[src/rtl/decode_pkg.sv]
// Shared constants for the 6502-style microcoded decoder: enable bit indices,
// supported opcodes and the enable-vector width.
package decode_pkg;

  localparam int unsigned EN_WIDTH = 64;

  localparam int unsigned ADDR_RP       = 0;
  localparam int unsigned WRITE_EN      = 1;
  localparam int unsigned TIMING_RESET  = 2;
  localparam int unsigned PC_HOLD       = 3;
  localparam int unsigned ALU_A_OPERAND = 4;
  localparam int unsigned ALU_B_RA      = 5;
  localparam int unsigned ALU_OP_OR     = 6;
  localparam int unsigned ALU_OP_ADC    = 7;
  localparam int unsigned DATA_OUT_RA   = 8;
  localparam int unsigned PC_OPERAND    = 9;
  localparam int unsigned RA_ALU_OUT    = 10;
  localparam int unsigned RX_ALU_OUT    = 11;
  localparam int unsigned RY_ALU_OUT    = 12;
  localparam int unsigned RP_OPERAND    = 13;

  localparam logic [7:0] OP_NOP     = 8'hEA;
  localparam logic [7:0] OP_LDA_IMM = 8'hA9;
  localparam logic [7:0] OP_LDX_IMM = 8'hA2;
  localparam logic [7:0] OP_LDY_IMM = 8'hA0;
  localparam logic [7:0] OP_ORA_IMM = 8'h09;
  localparam logic [7:0] OP_ADC_IMM = 8'h69;
  localparam logic [7:0] OP_JMP_ABS = 8'h4C;
  localparam logic [7:0] OP_STA_ABS = 8'h8D;

endpackage

[src/rtl/decode_table.sv]
// Pure combinational microcode table: (timing step, opcode) -> enables, plus an
// indicator that an undefined opcode is sitting in T0.
module decode_table
  import decode_pkg::*;
(
  input  logic [7:0]          timing,
  input  logic [7:0]          opcode,
  output logic [EN_WIDTH-1:0] enables,
  output logic                undef_t0
);

  logic one_hot;

  assign one_hot = (timing != 8'h00) && ((timing & (timing - 8'd1)) == 8'h00);

  always_comb begin
    enables  = '0;
    undef_t0 = 1'b0;
    if (one_hot) begin
      unique case (opcode)
        OP_NOP: begin
          if (timing[0]) enables[TIMING_RESET] = 1'b1;
        end
        OP_LDA_IMM, OP_LDX_IMM, OP_LDY_IMM: begin
          if (timing[1]) begin
            enables[ALU_A_OPERAND] = 1'b1;
            enables[ALU_OP_OR]     = 1'b1;
            enables[TIMING_RESET]  = 1'b1;
            enables[RA_ALU_OUT]    = (opcode == OP_LDA_IMM);
            enables[RX_ALU_OUT]    = (opcode == OP_LDX_IMM);
            enables[RY_ALU_OUT]    = (opcode == OP_LDY_IMM);
          end
        end
        OP_ORA_IMM, OP_ADC_IMM: begin
          if (timing[1]) begin
            enables[ALU_A_OPERAND] = 1'b1;
            enables[ALU_B_RA]      = 1'b1;
            enables[ALU_OP_OR]     = (opcode == OP_ORA_IMM);
            enables[ALU_OP_ADC]    = (opcode == OP_ADC_IMM);
            enables[RA_ALU_OUT]    = 1'b1;
            enables[TIMING_RESET]  = 1'b1;
          end
        end
        OP_JMP_ABS: begin
          if (timing[2]) begin
            enables[PC_OPERAND]   = 1'b1;
            enables[TIMING_RESET] = 1'b1;
          end
        end
        OP_STA_ABS: begin
          if (timing[2]) begin
            enables[RP_OPERAND] = 1'b1;
            enables[PC_HOLD]    = 1'b1;
          end
          if (timing[3]) begin
            enables[ADDR_RP]     = 1'b1;
            enables[WRITE_EN]    = 1'b1;
            enables[DATA_OUT_RA] = 1'b1;
            enables[PC_HOLD]     = 1'b1;
          end
          if (timing[4]) enables[TIMING_RESET] = 1'b1;
        end
        default: begin
          // Undefined opcodes behave as NOP here; the top decides whether to trap.
          if (timing[0]) begin
            enables[TIMING_RESET] = 1'b1;
            undef_t0              = 1'b1;
          end
        end
      endcase
    end
  end

endmodule

[src/rtl/decode_logic.sv]
// Decoder top: boot flag, optional sticky illegal-opcode trap and output gating.
// Trap enabled by defining DECODE_ILLEGAL_TRAP_EN.
module decode_logic
  import decode_pkg::*;
(
  input  logic                clock,
  input  logic                reset,
  input  logic [7:0]          timing,
  input  logic [7:0]          opcode,
  output logic [EN_WIDTH-1:0] enables,
  output logic                illegal
);

  logic [EN_WIDTH-1:0] table_en;
  logic                undef_t0;
  logic                boot_q;
  logic                trap;

  decode_table u_table (
    .timing   (timing),
    .opcode   (opcode),
    .enables  (table_en),
    .undef_t0 (undef_t0)
  );

  always_ff @(posedge clock or negedge reset) begin
    if (!reset) boot_q <= 1'b1;
    else        boot_q <= 1'b0;
  end

`ifdef DECODE_ILLEGAL_TRAP_EN
  logic illegal_q;

  // Ignore the opcode register during boot; it has not been loaded yet.
  always_ff @(posedge clock or negedge reset) begin
    if (!reset)                    illegal_q <= 1'b0;
    else if (undef_t0 && !boot_q)  illegal_q <= 1'b1;
  end

  assign trap    = illegal_q || undef_t0;
  assign illegal = illegal_q;
`else
  assign trap    = 1'b0;
  assign illegal = 1'b0;
`endif

  always_comb begin
    enables = '0;
    if (!reset) begin
      enables = '0;
    end else if (boot_q) begin
      enables[TIMING_RESET] = 1'b1;
      enables[PC_HOLD]      = 1'b1;
    end else if (trap) begin
      enables[PC_HOLD] = 1'b1;
    end else begin
      enables = table_en;
    end
  end

  always_comb begin
    if (reset) begin
      assert (!(enables[ALU_OP_OR] && enables[ALU_OP_ADC]))
        else $error("multiple ALU_OP bits set");
      assert (!enables[WRITE_EN] || enables[ADDR_RP])
        else $error("WRITE_EN without ADDR_RP");
    end
  end

endmodule

[config.mk]
export PLATFORM = sky130hd
export DESIGN_NAME = decode_logic
export DESIGN_NICKNAME = d
export VERILOG_FILES = /design/src/rtl/decode_pkg.sv /design/src/rtl/decode_table.sv /design/src/rtl/decode_logic.sv
export SDC_FILE = /design/constraint.sdc
export NUM_CORES = 1
export LEC_CHECK = 0
export CAP_MARGIN = 25
export CELL_PAD_IN_SITES_DETAIL_PLACEMENT = 1
export CELL_PAD_IN_SITES_GLOBAL_PLACEMENT = 1
export CORE_MARGIN = 2
export CORE_UTILIZATION = 20
export DETAILED_ROUTE_END_ITERATION = 12
export PLACE_DENSITY_LB_ADDON = 0.12
export SLEW_MARGIN = 10
export SYNTH_ARGS = -nofsm -noshare
export SYNTH_HDL_FRONTEND = slang
export SYNTH_SLANG_ARGS = --single-unit
[constraint.sdc]
create_clock -name clock -period 2.5 [get_ports clock]
set_input_delay 0.375 -clock clock [delete_from_list [all_inputs] [get_ports clock]]
set_output_delay 0.375 -clock clock [all_outputs]
set_load 0.02 [all_outputs]
Yosys cells after proc, flatten, opt, wreduce, memory -nomap -nowiden
Index checks and enable logic that the tools add are counted.

Flip-flop bits (word level): 1. Bits in latches: 0. Memory bits (writable): 0. ROM bits: 0. Bits of input ports: 18. Word-level logic and storage cells: 42. Memories: 0.

Add/sub/neg operators: 1. Multipliers: 0. Divide/modulo/power cells: 0. $lt $le $gt $ge: 0. Equality and inequality tests: 7. Shift operators: 0. Muxes and demuxes: 26. Bitwise operators: 1. Reduce and logical (&&, ||, !) cells: 6.

Operator list (number): two-way mux 64 bit (1); == test 8 bit (second input constant) (4); == test 8 x 7 -> 1 bit (second input constant) (2); two-way mux 14 bit (1); two-way mux 1 bit (12); two-way mux 10 bit (1); two-way mux 2 bit (5); bitwise AND 8 bit (1); == test 8 x 4 -> 1 bit (second input constant) (1); zero test 8 bit (1); nonzero test 8 bit (1); subtractor 8 x 1 -> 8 bit (second input constant) (1); one-hot mux 1 bit (2 select lines) (3); OR reduction 5 bit (1); two-way mux 4 bit (1); two-way mux 3 bit (1); one-hot mux 1 bit (3 select lines) (1); OR reduction 3 bit (1); OR reduction 2 bit (1); logical AND 1 bit (1).

Depth between registers and ports, before layout
Depth in word-level cells: 7. Gate-level depth with buffers: 6. Gate-level depth less buffers: 5.

Hierarchy
From an unflattened synthesis, not the netlist that was laid out.

Cells, all modules: 200. Area total of the unflattened synthesis: 1545.2 um2.

Modules (own cells, without submodules): decode_table (times used 1, cells an instance 120, area an instance 870.8 um2, sequential area each 0.0 um2); decode_logic (times used 1, cells an instance 80, area an instance 674.4 um2, sequential area each 26.3 um2).

Least setup slack after synthesis
Ideal clock, no wire load.

Path type: input-to-output. From: in timing[0]. To: out enables[1]. Arrival time: 2509 ps. Data required time: 2125 ps. Setup slack: -384 ps. Stages on the path: 6. Buffers on the path: 1. Cell sequence: o31a_1 > or3_1 > o2bb2ai_2 > nand2_2 > nor4b_1 > buf_4.

Cells in the longest elaborated chain, start to end: 7. Elaborated cells between the ends (all ways): 8. Those cells by class: add/sub (1); mux (3); bitwise (1); reduce/logical (3).

Ends and longest elaborated chain: from (decl) (RTL line decode_logic.sv:8) `input logic [7:0] timing,`; subtractor 8 x 1 -> 8 bit (RTL line decode_table.sv:14) `assign one_hot = (timing != 8'h00) && ((timing & (timing - 8'd1)) == 8'h00);`; bitwise AND 8 bit (RTL line decode_table.sv:14); zero test 8 bit (RTL line decode_table.sv:14); logical AND 1 bit * (RTL line decode_table.sv:14); two-way mux 14 bit * (RTL line decode_table.sv:19) `if (one_hot) begin`; two-way mux 2 bit * (RTL line decode_logic.sv:51) `end else if (boot_q) begin`; two-way mux 64 bit * (RTL line decode_logic.sv:49) `if (!reset) begin`; to (decl) (RTL line decode_logic.sv:10) `output logic [EN_WIDTH-1:0] enables,`.

Mark *: on every way between the ends. The rest lies on a longest branch, timed or not.

Worst setup path in the final report
From: in opcode[1]. To: out enables[2].

Cells in the longest elaborated chain, start to end: 6. Elaborated cells between the ends (all ways): 12. Those cells by class: eq/ne (7); mux (4); reduce/logical (1).

Ends and longest elaborated chain: from (decl) (RTL line decode_logic.sv:9) `input logic [7:0] opcode,`; == test 8 x 7 -> 1 bit, or another cell as far along (RTL line decode_table.sv:20) `unique case (opcode)`; OR reduction 5 bit (no line); one-hot mux 1 bit (3 select lines) * (RTL line decode_table.sv:20); two-way mux 14 bit * (RTL line decode_table.sv:19); two-way mux 2 bit * (RTL line decode_logic.sv:51); two-way mux 64 bit * (RTL line decode_logic.sv:49).

Marked as above.

==> run summary <==
cts hold-fix bufs = 0
Power Dens Cells = 163 mW/mm²
clock power share = 0%
Power Internal = 0.0905 mW
Worst path top cell family by delay = buffers and inverters
initial antenna violation count = 0
first-pass GRT wire length = 4000 µm
Mapped Area = 896 µm²
buffer and inverter count on the worst path = 2
VDD IR max = 96.0 µV
core footprint = 0.00432 mm²
Yosys reg bits = 1
Chip Width = 70.9 µm
initial core utilization = 20.7%
DPL Wire Length = 2260 µm
DR iter-0 viols = 20
most frequent cells in the layout = conb_1 (52), buf_4 (39), nor2_1 (6), nand2_1 (6), buf_2 (6)
post-place instance area = 0.00127 mm²
pin count of the biggest net entering global routing = 11
vias per inst = 3.92
Peak Freq = 0.416 GHz
GP Congestion = 0.746
Sw Ratio = 59.6%
count of different cell masters after synthesis = 35
Top Ports = 83
critical path class = primary input to output pin
Antenna Violating Nets Remaining = 0
final wirelength = 2850 µm
Final Instance Area = 0.00137 mm²
slack of the critical path = 0.0951 ns
Comb power frac = 90.5%
endpoints failing hold = 0
Die Area = 0.00503 mm²
max incr delay on CP = 0.45 ns
# nets final = 199
Reg clk slew, reported paths = 0 ns
PortBufs = 31
Tightest Hold Check Type = primary input to async pin
Die Y = 70.9 µm
cell mode on critical path = nor3_2
FP Rows = 24
# diodes = 0
vias in the first global route = 825
DP Worst Slack = -0.811 ns
Worst setup EP type = output pin
WP data arrival = 2.03 ns
Biggest register = boot_q
Syn Inst Count = 120
Tot GR Track Use = 9.36%
Critical Path RT = 2.12 ns
grt ovf = 0
worst-path maximum fanout = 3
final routed DRC violation total = 0
Largest register FFs = 1
most common cell after layout, fill and taps aside = conb_1
Final Max Slew Viols = 0
Max Cap Violations = 0
worst-path cell chain = clkdlybuf4s50_1, nand3b_1, nor3_2, nor3_2, o21a_1, a211oi_2, buf_4
RSZ-0062 raised after global routing = no
biggest regs = boot_q x1
share of cells above drive strength 1 = 43.6%
status = completed
Synth Area per Inst = 7.47 µm²
crit path launch type = primary input
Leak Pwr = 0.671 nW
CP max stage cell = clkdlybuf4s50_1
synth warn = 0
post-synthesis sequential area ratio = 2.93%
fillers = 557
Final Setup Violations = 0
via count = 905
drt pass-1 iters = 3
post-route clock period utilization = 96.2%
Seq pwr share = 9.5%
NetSw = 0.133 mW
Tmin final = 2.40 ns
power consumption = 0.224 mW
P&R area growth vs syn = 53.4%
DR WL/cell = 12.4 µm
cell families (layout without fill, tap and decap cells):
family	count (synthesis)	in the layout	share of synthesized area [%]
buffers and inverters	55	63	45.3
other	1	52	0.419
AND/OR/NAND/NOR	45	45	35.9
XOR/XNOR	1	1	0.978
flip-flops	1	1	2.93
multiplexers	1	1	1.26
AO/OA/AOI/OAI	16	16	13.3
cell usage after synthesis (all sizes together):
library cell  number  area, µm²
or3                2       12.5
dfstp              1       26.3
xor2               1       8.76
or2                1       6.26
o21ai              1       5.00
nand4              2       12.5
o31a               1       8.76
nand3b             1       7.51
and4bb             1       12.5
a211oi             2       15.0
nand2              7       28.8
o2bb2ai            1       15.0
buf               54        402
nor3b              3       22.5
o21a               3       22.5
or4b               1       10.0
nand3              1       17.5
and2               1       6.26
nor2b              4       25.0
nor3               5       25.0
conb               1       3.75
nor2               6       22.5
mux2               1       11.3
and4b              1       10.0
a21oi              5       25.0
a32o               1       10.0
inv                1       3.75
o311ai             2       17.5
nor4               3       31.3
or3b               1       8.76
nor4b              5       62.6
power by group through the flow:
stage	Combinational, mW	Clock [mW]	Sequential [mW]
4_1_cts	0.196	0	0.0213
5_1_grt	0.215	0	0.0216
6_report	0.202	0	0.0213
2_1_floorplan	0.168	0	0.0180
3_3_place_gp	0.185	0	0.0213
3_5_place_dp	0.186	0	0.0213
path summary, 6_finish.rpt:
kind | start | endpoint | slack (ns) | cells after the start
worst max-delay path | opcode[1] | enables[2] | 0.1 | 7
worst min-delay path | reset | boot_q | 0.99 | 2
max in group asynchronous | reset | boot_q | 1.49 | 2
min in group clock | boot_q | enables[2] | 1.20 | 3
timing repair:
action | in CTS | in global routing
gates resized for setup | 100 | 21
setup endpoints to repair | 14 | 12
setup buffers | 3 | 2
pin swaps | 13 | 7
final cells by class:
| class | instances | area, µm² | area share [%] |
|---|---|---|---|
| multi-input cells | 115 | 802 | 58.4 |
| inverters | 1 | 3.75 | 0.273 |
| flip-flops and latches | 1 | 26.3 | 1.91 |
| well taps | 52 | 65.1 | 4.74 |
| repair buffers | 62 | 477 | 34.7 |
routing by layer:
layer  up-vias  wire length, µm  track usage, %  share of wire [%]
li1        437                -               -                  -
met1       421             1150            12.1                 40
met2        47             1490            17.7                 52
met3         0              216            1.14                7.6
met4         0                0               0                  0
met5         -                0               0                  0
through the flow:
| stage | instances | utilization, % | setup TNS, ns | hold slack [ns] |
|---|---|---|---|---|
| after global placement | 226 | 29.4 | -9.84 | 0.994 |
| after CTS | 229 | 30.9 | 0 | 1.00 |
| after global routing | 231 | 31.8 | 0 | 1.03 |
| after detailed placement | 226 | 29.4 | -10.53 | 0.997 |
| final | 231 | 31.8 | 0 | 0.994 |
| after floorplan | 171 | - | 0 | 0.227 |
No activity file was read; power rests on OpenSTA's default activity.
